===== src/rtl/serial_adder_n_if.sv =====
`default_nettype none
//============================================================================
// Module   : serial_adder_n_if
// Brief    : Request/result bundle for the digit-serial adder/subtractor.
// Revision : 1.0 - initial release
//============================================================================
interface serial_adder_n_if #(
    parameter int WIDTH = 8
);
    logic             start;
    logic             sub;
    logic [WIDTH-1:0] a;
    logic [WIDTH-1:0] b;
    logic             cin;
    logic             busy;
    logic             done;
    logic [WIDTH-1:0] sum;
    logic             cout;
    logic             ovf;

    modport master (
        output start, sub, a, b, cin,
        input  busy, done, sum, cout, ovf
    );

    modport slave (
        input  start, sub, a, b, cin,
        output busy, done, sum, cout, ovf
    );
endinterface
`default_nettype wire


===== src/rtl/serial_adder_n.sv =====
`default_nettype none
//============================================================================
// Module   : serial_adder_n
// Brief    : Digit-serial adder/subtractor, LSB-first, WIDTH/DIGIT cycles.
// Revision : 1.0 - initial release
//============================================================================
module serial_adder_n #(
    parameter int WIDTH = 8,
    parameter int DIGIT = 1
) (
    input  wire logic        clk,
    input  wire logic        rst,
    serial_adder_n_if.slave  bus
);

    localparam int c_N     = WIDTH / DIGIT;
    localparam int c_CNT_W = (c_N > 1) ? $clog2(c_N) : 1;
    localparam logic [c_CNT_W-1:0] c_LAST = c_CNT_W'(c_N - 1);

    localparam logic [1:0] c_IDLE = 2'd0;
    localparam logic [1:0] c_RUN  = 2'd1;
    localparam logic [1:0] c_DONE = 2'd2;

    logic [1:0]         r_state;
    logic [1:0]         w_state_nxt;
    logic               w_accept;
    logic               w_last;
    logic               w_run;

    logic [WIDTH-1:0]   r_a;
    logic [WIDTH-1:0]   r_b;
    logic [WIDTH-1:0]   r_acc;
    logic               r_carry;
    logic [c_CNT_W-1:0] r_cnt;

    logic [WIDTH-1:0]   r_sum;
    logic               r_cout;
    logic               r_ovf;

    logic [DIGIT-1:0]   w_dsum;
    logic               w_cmsb;
    logic               w_cout;
    logic [WIDTH-1:0]   w_acc_nxt;

    // Next-state and control decode
    always_comb begin
        w_state_nxt = r_state;
        w_accept    = 1'b0;
        w_last      = 1'b0;
        w_run       = 1'b0;
        case (r_state)
            c_IDLE: begin
                if (bus.start) begin
                    w_accept    = 1'b1;
                    w_state_nxt = c_RUN;
                end
            end
            c_RUN: begin
                w_run = 1'b1;
                if (r_cnt == c_LAST) begin
                    w_last      = 1'b1;
                    w_state_nxt = c_DONE;
                end
            end
            c_DONE: begin
                w_state_nxt = c_IDLE;
            end
            default: begin
                w_state_nxt = c_IDLE;
            end
        endcase
    end

    // DIGIT-bit ripple of full-adder slices; also exposes the carry into the top slice
    always_comb begin : p_ripple
        logic v_carry;
        v_carry = r_carry;
        w_dsum  = '0;
        w_cmsb  = 1'b0;
        for (int i = 0; i < DIGIT; i++) begin
            w_cmsb    = v_carry;
            w_dsum[i] = r_a[i] ^ r_b[i] ^ v_carry;
            v_carry   = (r_a[i] & r_b[i]) | (v_carry & (r_a[i] ^ r_b[i]));
        end
        w_cout = v_carry;
    end

    // The new digit enters at the MSB end, so after N digits the result is aligned
    generate
        if (c_N == 1) begin : g_single
            assign w_acc_nxt = w_dsum;
        end else begin : g_multi
            assign w_acc_nxt = {w_dsum, r_acc[WIDTH-1:DIGIT]};
        end
    endgenerate

    always_ff @(posedge clk) begin
        if (rst) begin
            r_state <= c_IDLE;
            r_a     <= '0;
            r_b     <= '0;
            r_acc   <= '0;
            r_carry <= 1'b0;
            r_cnt   <= '0;
            r_sum   <= '0;
            r_cout  <= 1'b0;
            r_ovf   <= 1'b0;
        end else begin
            r_state <= w_state_nxt;
            if (w_accept) begin
                r_a     <= bus.a;
                r_b     <= bus.sub ? ~bus.b : bus.b;
                r_carry <= bus.sub ? 1'b1 : bus.cin;
                r_cnt   <= '0;
                r_acc   <= '0;
            end else if (w_run) begin
                r_a     <= r_a >> DIGIT;
                r_b     <= r_b >> DIGIT;
                r_acc   <= w_acc_nxt;
                r_carry <= w_cout;
                r_cnt   <= r_cnt + 1'b1;
                // Visible results change only once the whole word is done
                if (w_last) begin
                    r_sum  <= w_acc_nxt;
                    r_cout <= w_cout;
                    r_ovf  <= w_cmsb ^ w_cout;
                end
            end
        end
    end

    assign bus.busy = (r_state != c_IDLE);
    assign bus.done = (r_state == c_DONE);
    assign bus.sum  = r_sum;
    assign bus.cout = r_cout;
    assign bus.ovf  = r_ovf;

endmodule
`default_nettype wire


===== src/flat_wrapper.sv =====
// flat-port wrapper written by rule: the top's interface ports become plain ports
module serial_adder_n_flat 
#(
    parameter int WIDTH = 8,
    parameter int DIGIT = 1
)
  (clk, rst, bus_start, bus_sub, bus_a, bus_b, bus_cin, bus_busy, bus_done, bus_sum, bus_cout, bus_ovf);
  serial_adder_n_if #(.WIDTH(WIDTH)) bus_i ();
  input  wire logic clk;
  input  wire logic rst;
  input wire logic [$bits(bus_i.start)-1:0] bus_start;
  input wire logic [$bits(bus_i.sub)-1:0] bus_sub;
  input wire logic [$bits(bus_i.a)-1:0] bus_a;
  input wire logic [$bits(bus_i.b)-1:0] bus_b;
  input wire logic [$bits(bus_i.cin)-1:0] bus_cin;
  output wire logic [$bits(bus_i.busy)-1:0] bus_busy;
  output wire logic [$bits(bus_i.done)-1:0] bus_done;
  output wire logic [$bits(bus_i.sum)-1:0] bus_sum;
  output wire logic [$bits(bus_i.cout)-1:0] bus_cout;
  output wire logic [$bits(bus_i.ovf)-1:0] bus_ovf;
  assign bus_i.start = bus_start;
  assign bus_i.sub = bus_sub;
  assign bus_i.a = bus_a;
  assign bus_i.b = bus_b;
  assign bus_i.cin = bus_cin;
  assign bus_busy = bus_i.busy;
  assign bus_done = bus_i.done;
  assign bus_sum = bus_i.sum;
  assign bus_cout = bus_i.cout;
  assign bus_ovf = bus_i.ovf;
  serial_adder_n #(.WIDTH(WIDTH), .DIGIT(DIGIT)) u_core (.clk(clk), .rst(rst), .bus(bus_i));
endmodule

===== config.mk =====
export PLATFORM = sky130hd
export DESIGN_NAME = serial_adder_n_flat
export DESIGN_NICKNAME = d
export VERILOG_FILES = /design/src/rtl/serial_adder_n_if.sv /design/src/rtl/serial_adder_n.sv /design/src/flat_wrapper.sv
export SDC_FILE = /design/constraint.sdc
export NUM_CORES = 1
export LEC_CHECK = 0
export ABC_AREA = 0
export CORE_MARGIN = 4
export CORE_UTILIZATION = 50
export CTS_CLUSTER_DIAMETER = 30
export DETAILED_ROUTE_END_ITERATION = 6
export PLACE_DENSITY = 0.76
export SLEW_MARGIN = 20
export SYNTH_ARGS = -nofsm -noshare
export SYNTH_HDL_FRONTEND = slang
export SYNTH_SLANG_ARGS = --single-unit

===== constraint.sdc =====
create_clock -name clk -period 1.66 [get_ports clk]
set_clock_uncertainty 0.2 [all_clocks]
set_input_delay 0.249 -clock clk [delete_from_list [all_inputs] [get_ports clk]]
set_output_delay 0.249 -clock clk [all_outputs]
set_load 0.01 [all_outputs]

==> flow_summary.yaml <==
power_and_ir_drop:
  switching_share_pct: 26.04
  p_switching_uw: 452.1
  p_int_uw: 1284
  power_frac_seq_pct: 57.9
  power.density_nw_per_um2: 799.7
  power_leakage_uw: 0.0008668
  clkPwrFrac_pct: 26.6
  ir_worst_vdd_mv: 0.5450
  combPwrFrac_pct: 15.5
job:
  drv_cap: 0
route:
  route.detailed.drc: 0
  drtAntennaViolNets: 0
  via_per_inst: 5.128
  vias: 1441
  drtPass1Iterations: 5
  wl_met3_um: 217
  top_layer: "met4"
  drt_iter0_drc: 48
  routed_wl_mm: 3.610
  wl_met2_mm: 1.770
  wire_per_inst_um: 12.85
  wl_met1_mm: 1.571
clocking:
  htree_levels: 2
  clk_pin_slew_ns: 0.11
  tritoncts: "done"
  numCtsBuffers: 5
  root_buffer: "clkbuf_4"
  clk_path_buf_depth: 2
  clock_latency_ns: 0.34
  numClockSinks: 39
  cts_hold_buf: 0
synth:
  syn_nets: 217
  synth-edff-count: 0
  synth_area_um2: 1677
  ys_ff_latch: 39
  synth_top_cells_by_count: "nand2_1, dfxtp_1, a21oi_1"
  synth_area_leader_cell: "dfxtp_1"
  yosysMostFrequentCell: "nand2_1"
  async_reset_ff_share_pct: 0
  avgSynthCellArea_um2: 8.687
  syn_inst: 193
  yosysWarnings: 0
  synth_ff_type: "dfxtp_1"
  yosysSeqAreaShare_pct: 46.57
  synth_top_area_share_pct: 46.57
  synth_cell_types: 30
  yosys-top-cells-area: "dfxtp_1, nand2_1, a21oi_1"
setup_path:
  reg2reg_depth: 4
  rrSetupSlack_ns: 0.05
  rr_startpoint: "u_core.r_state[1]"
  critPathArrivalTime_ns: 1.70
  cp.required_ns: 1.75
  startpoint_type: "flip-flop"
  endpoint_kind: "flip-flop"
  crit_type: "reg2reg"
  cp-startpoint: "u_core.r_state[1]"
  crit_path_max_fanout: 7
  timing.rr.end: "u_core.r_b[4]"
  crit_end: "u_core.r_b[4]"
die:
  rows: 20
  die_area_um2: 4343
  die_x_um: 65.91
  core_area_um2: 3128
  io_pins: 33
  die_h_um: 65.91
  initial_core_util_pct: 53.60
grt:
  grt_pass1_vias: 1349
  grt_max_degree: 19
  grt_pass1_wl_mm: 6.085
  grt_use_total_pct: 18.18
  grt_overflow: 0
  antenna_found_initial: 0
hold_path:
  worstHoldPathType: "reg2reg"
cells_and_area:
  stdcell_area_um2: 2171
  n_antenna_cell: 0
  stdcell_count: 281
  drive_above_1_share_pct: 16.46
  postLayoutCoreUtil_pct: 69.40
  nets: 260
  syn2layout_area_growth_pct: 29.48
sta:
  setup_violations: 0
  worst_slack_ns: 0.05381
  post-route-period-util_pct: 96.76
  fin_hold_ws_ns: 0.2556
  post-route-min-period_ns: 1.606
  slew_headroom_pct: 80.31
  grt_setup_unrepaired: "false"
  max_freq_mhz: 622.6
  hold_viol: 0
  final_max_slew_viol_count: 0
  tightest_slew_ns: 0.2953
placement:
  dp.cells: 271
  finalWeightedCongestion: 0.7587
  dp_slack_ns: -0.2851
  place_area_um2: 2087
  numPortBuffers: 32
  hpwl_mm: 2.734
run_status:
  status: "complete, no violations"
[worst min path at each step]
stage / from / endpoint / slack, ns / depth (start not counted)
after floorplan: rst / u_core.r_a[1] / 0.23 / 2
after global placement: u_core.bus.sum[3] / u_core.bus.sum[3] / 0.24 / 2
after detailed placement: u_core.r_acc[1] / u_core.bus.sum[0] / 0.24 / 2
after CTS: u_core.bus.sum[2] / u_core.bus.sum[2] / 0.26 / 2
after global routing: bus_a[3] / u_core.r_a[3] / 0.28 / 3
final: u_core.bus.sum[2] / u_core.bus.sum[2] / 0.26 / 2
[power by group through the flow]
stage | logic [µW] | registers, µW | clock network, µW
after detailed placement | 260 | 1030 | 0
after floorplan | 170 | 1010 | 0
after CTS | 261 | 1000 | 477
final | 270 | 1000 | 462
after global routing | 296 | 1010 | 520
after global placement | 252 | 1020 | 0
[registers in the layout (all words and copies together) (netlist names)]
name,count
u_core.bus.cout,1
u_core.r_b,8
u_core.bus.ovf,1
u_core.r_cnt,3
u_core.bus.sum,8
u_core.r_carry,1
u_core.r_acc,7
u_core.r_state,2
u_core.r_a,8
[layout by cell type (no fill, tap or decap), drive strengths merged, types with 7 or more instances in the layout]
cell type,count
nand2,45
dfxtp,39
a21oi,27
nor2,21
clkdlybuf4s50,20
buf,19
dlygate4sd2,11
xnor2,9
a221o,7
a211oi,7
clkbuf,7
[layout make-up]
type	count	area, µm²
Clock buffer	6	41.29
Multi-Input combinational cell	138	809.5
Fill cell	276	957.2
Clock inverter	2	12.51
Sequential cell	39	788.3
Tap cell	44	55.05
Timing Repair Buffer	51	460.4
Inverter	1	3.754
[per-stage QoR]
stage	TNS, ns	power [µW]
after floorplan	0	1185
after global placement	-4.836	1275
after detailed placement	-5.873	1286
after CTS	-0.04236	1741
after global routing	0	1825
final	0	1736
[metal layers]
layer  global-route usage, %  vias up
li1                        -      736
met1                   21.82      649
met3                   5.952        7
met5                       0        -
met2                   30.66       49
met4                   5.440        0
[kinds of logic after synthesis]
group / share of synthesized area (%)
and+or+nand+nor: 20.52
AOI/OAI and AO/OA: 18.51
DFF: 46.57
buffers and inverters: 6.492
xor gates and xnor gates: 5.224
adders and majority gates: 2.686
[repair_timing]
action	CTS	global route
cloned	0	0
resized for setup	18	8
buffers inserted	1	1
setup endpoints to repair	12	21
[critical path, cell delays in order (launching register included)]
cell and delay (ns):
dfxtp_4 0.37, buf_4 0.16, or4b_4 0.58, nor2_1 0.13, a221o_1 0.12
No activity file was read; power rests on OpenSTA's default activity.
